File: config.mk
export PLATFORM = sky130hd
export DESIGN_NAME = shift_load_ctrl
export DESIGN_NICKNAME = d
export VERILOG_FILES = /design/src/rtl/shift_load_ctrl.sv
export SDC_FILE = /design/constraint.sdc
export NUM_CORES = 1
export LEC_CHECK = 0
export BUFFER_PORTS_ARGS = -buffer_cell sky130_fd_sc_hd__buf_2
export CAP_MARGIN = 20
export CORE_AREA = 2 2 56 69
export CTS_BUF_LIST = sky130_fd_sc_hd__clkbuf_4 sky130_fd_sc_hd__clkbuf_8
export DETAILED_ROUTE_END_ITERATION = 10
export DIE_AREA = 0 0 58 71
export PLACE_DENSITY = 0.61
export SLEW_MARGIN = 20
export SYNTH_ARGS = -nofsm -noshare
export SYNTH_HDL_FRONTEND = slang
export SYNTH_SLANG_ARGS = --single-unit
File: constraint.sdc
create_clock -name clk -period 2.1 [get_ports clk]
set_input_delay 0.315 -clock clk [delete_from_list [all_inputs] [get_ports clk]]
set_output_delay 0.315 -clock clk [all_outputs]
set_load 0.02 [all_outputs]
File: src/rtl/shift_load_ctrl.sv
// ============================================================================
// shift_load_ctrl : paces a parallel word LSB-first into a right-shift register
// Rev 1.0
// ============================================================================
`default_nettype none

module shift_load_ctrl #(
   parameter int WIDTH = 16,
   parameter int DIV   = 4
) (
   input  logic             clk,
   input  logic             rst,
   input  logic             start,
   input  logic [WIDTH-1:0] data_in,
   input  logic             abort,
   output logic             step,
   output logic             ld,
   output logic             busy,
   output logic             done,
   output logic [4:0]       bit_cnt
);

   localparam int             PW         = (DIV > 1) ? $clog2(DIV) : 1;
   localparam logic [PW-1:0]  PRESC_LAST = PW'(DIV - 1);
   localparam logic [4:0]     CNT_LAST   = 5'(WIDTH - 1);

   typedef enum logic [1:0] {
      ST_IDLE  = 2'd0,
      ST_SHIFT = 2'd1,
      ST_DONE  = 2'd2
   } state_t;

   state_t           state_q, state_d;
   logic [WIDTH-1:0] hold_q, hold_d;
   logic [PW-1:0]    presc_q, presc_d;
   logic             step_q, step_d;
   logic             ld_q, ld_d;
   logic             done_q, done_d;
   logic [4:0]       bit_cnt_q, bit_cnt_d;
   logic             accept;

   // DONE accepts a new start just like IDLE so loads can run back-to-back
   assign accept = start & ~abort & (state_q != ST_SHIFT);

   always_comb begin
      state_d   = state_q;
      hold_d    = hold_q;
      presc_d   = presc_q;
      step_d    = step_q;
      ld_d      = 1'b0;
      done_d    = 1'b0;
      bit_cnt_d = bit_cnt_q;

      case (state_q)
         ST_SHIFT: begin
            if (abort) begin
               state_d   = ST_IDLE;
               bit_cnt_d = 5'd0;
            end else begin
               presc_d = (presc_q == PRESC_LAST) ? '0 : presc_q + PW'(1);
               if (presc_q == PRESC_LAST) begin
                  ld_d      = 1'b1;
                  step_d    = hold_q[0];
                  hold_d    = {1'b0, hold_q[WIDTH-1:1]};
                  bit_cnt_d = bit_cnt_q + 5'd1;
                  if (bit_cnt_q == CNT_LAST)
                     state_d = ST_DONE;
               end
            end
         end
         ST_DONE: begin
            done_d  = 1'b1;
            state_d = ST_IDLE;
         end
         default: ;
      endcase

      if (accept) begin
         state_d   = ST_SHIFT;
         hold_d    = data_in;
         presc_d   = '0;
         bit_cnt_d = 5'd0;
      end
   end

   always_ff @(posedge clk or posedge rst) begin
      if (rst) begin
         state_q   <= ST_IDLE;
         hold_q    <= '0;
         presc_q   <= '0;
         step_q    <= 1'b0;
         ld_q      <= 1'b0;
         done_q    <= 1'b0;
         bit_cnt_q <= 5'd0;
      end else begin
         state_q   <= state_d;
         hold_q    <= hold_d;
         presc_q   <= presc_d;
         step_q    <= step_d;
         ld_q      <= ld_d;
         done_q    <= done_d;
         bit_cnt_q <= bit_cnt_d;
      end
   end

   assign step    = step_q;
   assign ld      = ld_q;
   assign done    = done_q;
   assign bit_cnt = bit_cnt_q;
   assign busy    = (state_q == ST_SHIFT);

endmodule

`default_nettype wire
==> metrics.txt <==
FF-to-FF path depth=6; initial core utilization=0.429; Slew headroom=0.752; Die Y=71 µm; Syn Inst Count=110; max-slew violations=0; fin cells=182; total wire length=2510 µm; Area growth syn-to-layout=17.4%; Critical Path Max Stage Delay=0.42 ns; most frequent cells in the layout=28 x dfrtp_1, 28 x buf_2, 20 x mux2_4, 12 x mux2_2, 7 x a22o_1; cell family with the largest share of critical-path delay=multiplexers; Place WS=0.304 ns; Crit path depth=6; via/cell ratio=5.25; max_cap viols=0; CTS tree=built; final period utilization=0.815; Top cell by count, worst path=mux2_2; Avg Cell Area, Syn=13.6 µm²; Max Freq=0.585 GHz; PnR worst setup slack=0.389 ns; DR DRC count=0; Die X=58 µm; Cells after DPL=178; Least-Margin Pin Slew=0.370 ns; post-synthesis mux area share=0.291; Yosys reg bits=28; status=completed; Post-Syn Area=1500 µm²; Mapped Nets=133; routability congestion estimate=0.731; VDD IR-drop max=0.571 mV; drt pass-1 iters=4; critical path required time=2.26 ns; Synth cell types=28; Hold Fails Final Rpt=0; kind of critical path=flop to flop; via count=955; largest fanout on the critical path=15; slowest CP cell=dfrtp_1; H-tree levels=1; GRT overflow=0; CTS Root Cell=clkbuf_8; hold_buf cts=0; input/output buffers=28; ANT cells=0; R2R Path End=hold_q[12]; Synth area leaders=dfrtp_1 47%, mux2_4 20%, mux2_2 9.0%; CTS sink count=28; mean routed wirelength per cell=13.8 µm; Worst Setup Start Kind=flop; power density over the cells=931 nW/µm²; Setup TNS=0 ns; layout cell share with drive strength beyond 1=0.517; die area=4120 µm²; drt first-iter violations=30; cts repair resizes=0; complex-gate fraction of the synthesized area=0.0828; largest area contributor in the netlist=dfrtp_1; crit path capture type=flop; total CTS buffers=3; Critical Path End=hold_q[12]; post-synthesis simple-gate area fraction=0.0812; Clock Pin Slew Worst Setup and Hold Paths=0.09 ns; RSZ-0062 raised after global routing=false; initial antenna violation count=0; leakage power=0.869 nW; Synthesis Warnings=0; first-pass GRT wire length=4670 µm; Worst Skew=0.00386 ns; largest net degree at the start of global routing=29; CP startpoint=state_q[1]; Critical Path AT=1.87 ns; sequential area share after synthesis=0.469; RR Startpoint=state_q[1]; final setup violation count=0; Clock Latency Late Sink=0.26 ns; r2r setup slk=0.39 ns; CP Buf/Inv Count=2; largest family of logic cells by synthesized area=multiplexers; CTS Buffer Depth=2; postcts setup bufs=0; worst min path class=input port to asynchronous set/reset pin; xor and xnor area share after synthesis=0.0176; adder-cell share of the synthesized area=0.0251; GRT Util Overall=0.141; share of the synthesized area in the top cell type=0.469; worst path cell trace=nand2b_4 -> inv_6 -> nor2_4 -> buf_4 -> mux2_2 -> mux2_2; Tmin final=1.71 ns; Row Count=24; fin nets=167; core area=3480 µm²; vias in the first global route=1042; DP HPWL=1830 µm; ANT nets after route=0; I/O Pins=29
-- registers in the layout, indices dropped and copies added (netlist names) --
signal	count
ld	1
done	1
bit_cnt	5
hold_q	16
step	1
state_q	2
presc_q	2
-- cell type report --
cell class | count | area [µm²]
Clock buffer | 4 | 55.1
Fill cell | 305 | 1730
Inverter | 3 | 16.3
Multi-Input combinational cell | 75 | 744
Sequential cell | 28 | 701
Tap cell | 39 | 48.8
Timing Repair Buffer | 33 | 190
-- cells in the mapped netlist, drive strengths merged --
| cell | count |
|---|---|
| ha | 3 |
| o21ai | 4 |
| xor2 | 1 |
| a32oi | 1 |
| and2 | 1 |
| o21bai | 1 |
| clkbuf | 1 |
| dfrtp | 28 |
| nand4 | 1 |
| nand2 | 4 |
| xnor2 | 2 |
| and2b | 1 |
| mux2 | 32 |
| nor2b | 3 |
| a22o | 7 |
| buf | 3 |
| nand3 | 1 |
| a21oi | 3 |
| inv | 3 |
| nand2b | 2 |
| nor2 | 7 |
| and3 | 1 |
-- cells by family (layout without fill, tap and decap cells) --
group / after synthesis / in the layout
buf+inv: 7 / 40
simple gates: 21 / 21
mux: 32 / 32
compound gates: 16 / 16
flops: 28 / 28
xor+xnor: 3 / 3
fa+ha+maj: 3 / 3
-- per-stage QoR --
| stage | utilization | hold WS [ns] | power, mW | area, µm² |
|---|---|---|---|---|
| global route | 0.504 | 0.122 | 1.74 | 1760 |
| CTS | 0.504 | 0.104 | 1.66 | 1760 |
| detailed placement | 0.488 | 0.400 | 1.33 | 1700 |
| global placement | 0.488 | 0.395 | 1.30 | 1700 |
| finish | 0.504 | 0.0976 | 1.63 | 1760 |
| floorplan | - | 0.380 | 1.22 | 1500 |
-- routing by layer --
layer  global-route usage  wire, µm  vias up
met3               0.0201       109        2
li1                     -         -      456
met1                0.197      1190      476
met5                    0         0        -
met4               0.0413        17        0
met2                0.229      1190       21
-- worst reg2reg max path: cells and delay by family (launching register included) --
kind	cells	cell delay [ns]
AND/OR/NAND/NOR	2	0.25
buffers and inverters	2	0.31
multiplexers	2	0.63
flip-flops	1	0.42
-- how the worst min path moves through the flow --
stage | end | cells after the start
2_1_floorplan | bit_cnt[0] | 1
3_3_place_gp | hold_q[2] | 3
3_5_place_dp | hold_q[6] | 3
4_1_cts | hold_q[2] | 3
5_1_grt | hold_q[4] | 3
6_report | hold_q[4] | 3
-- report_power, final --
group          leakage [nW]  total (mW)  switching, mW  internal, mW
sequential            0.358       0.790         0.0893         0.701
combinational         0.482       0.522          0.159         0.363
clock                0.0288       0.321          0.154         0.167
Power figures use the tool's default switching activity.
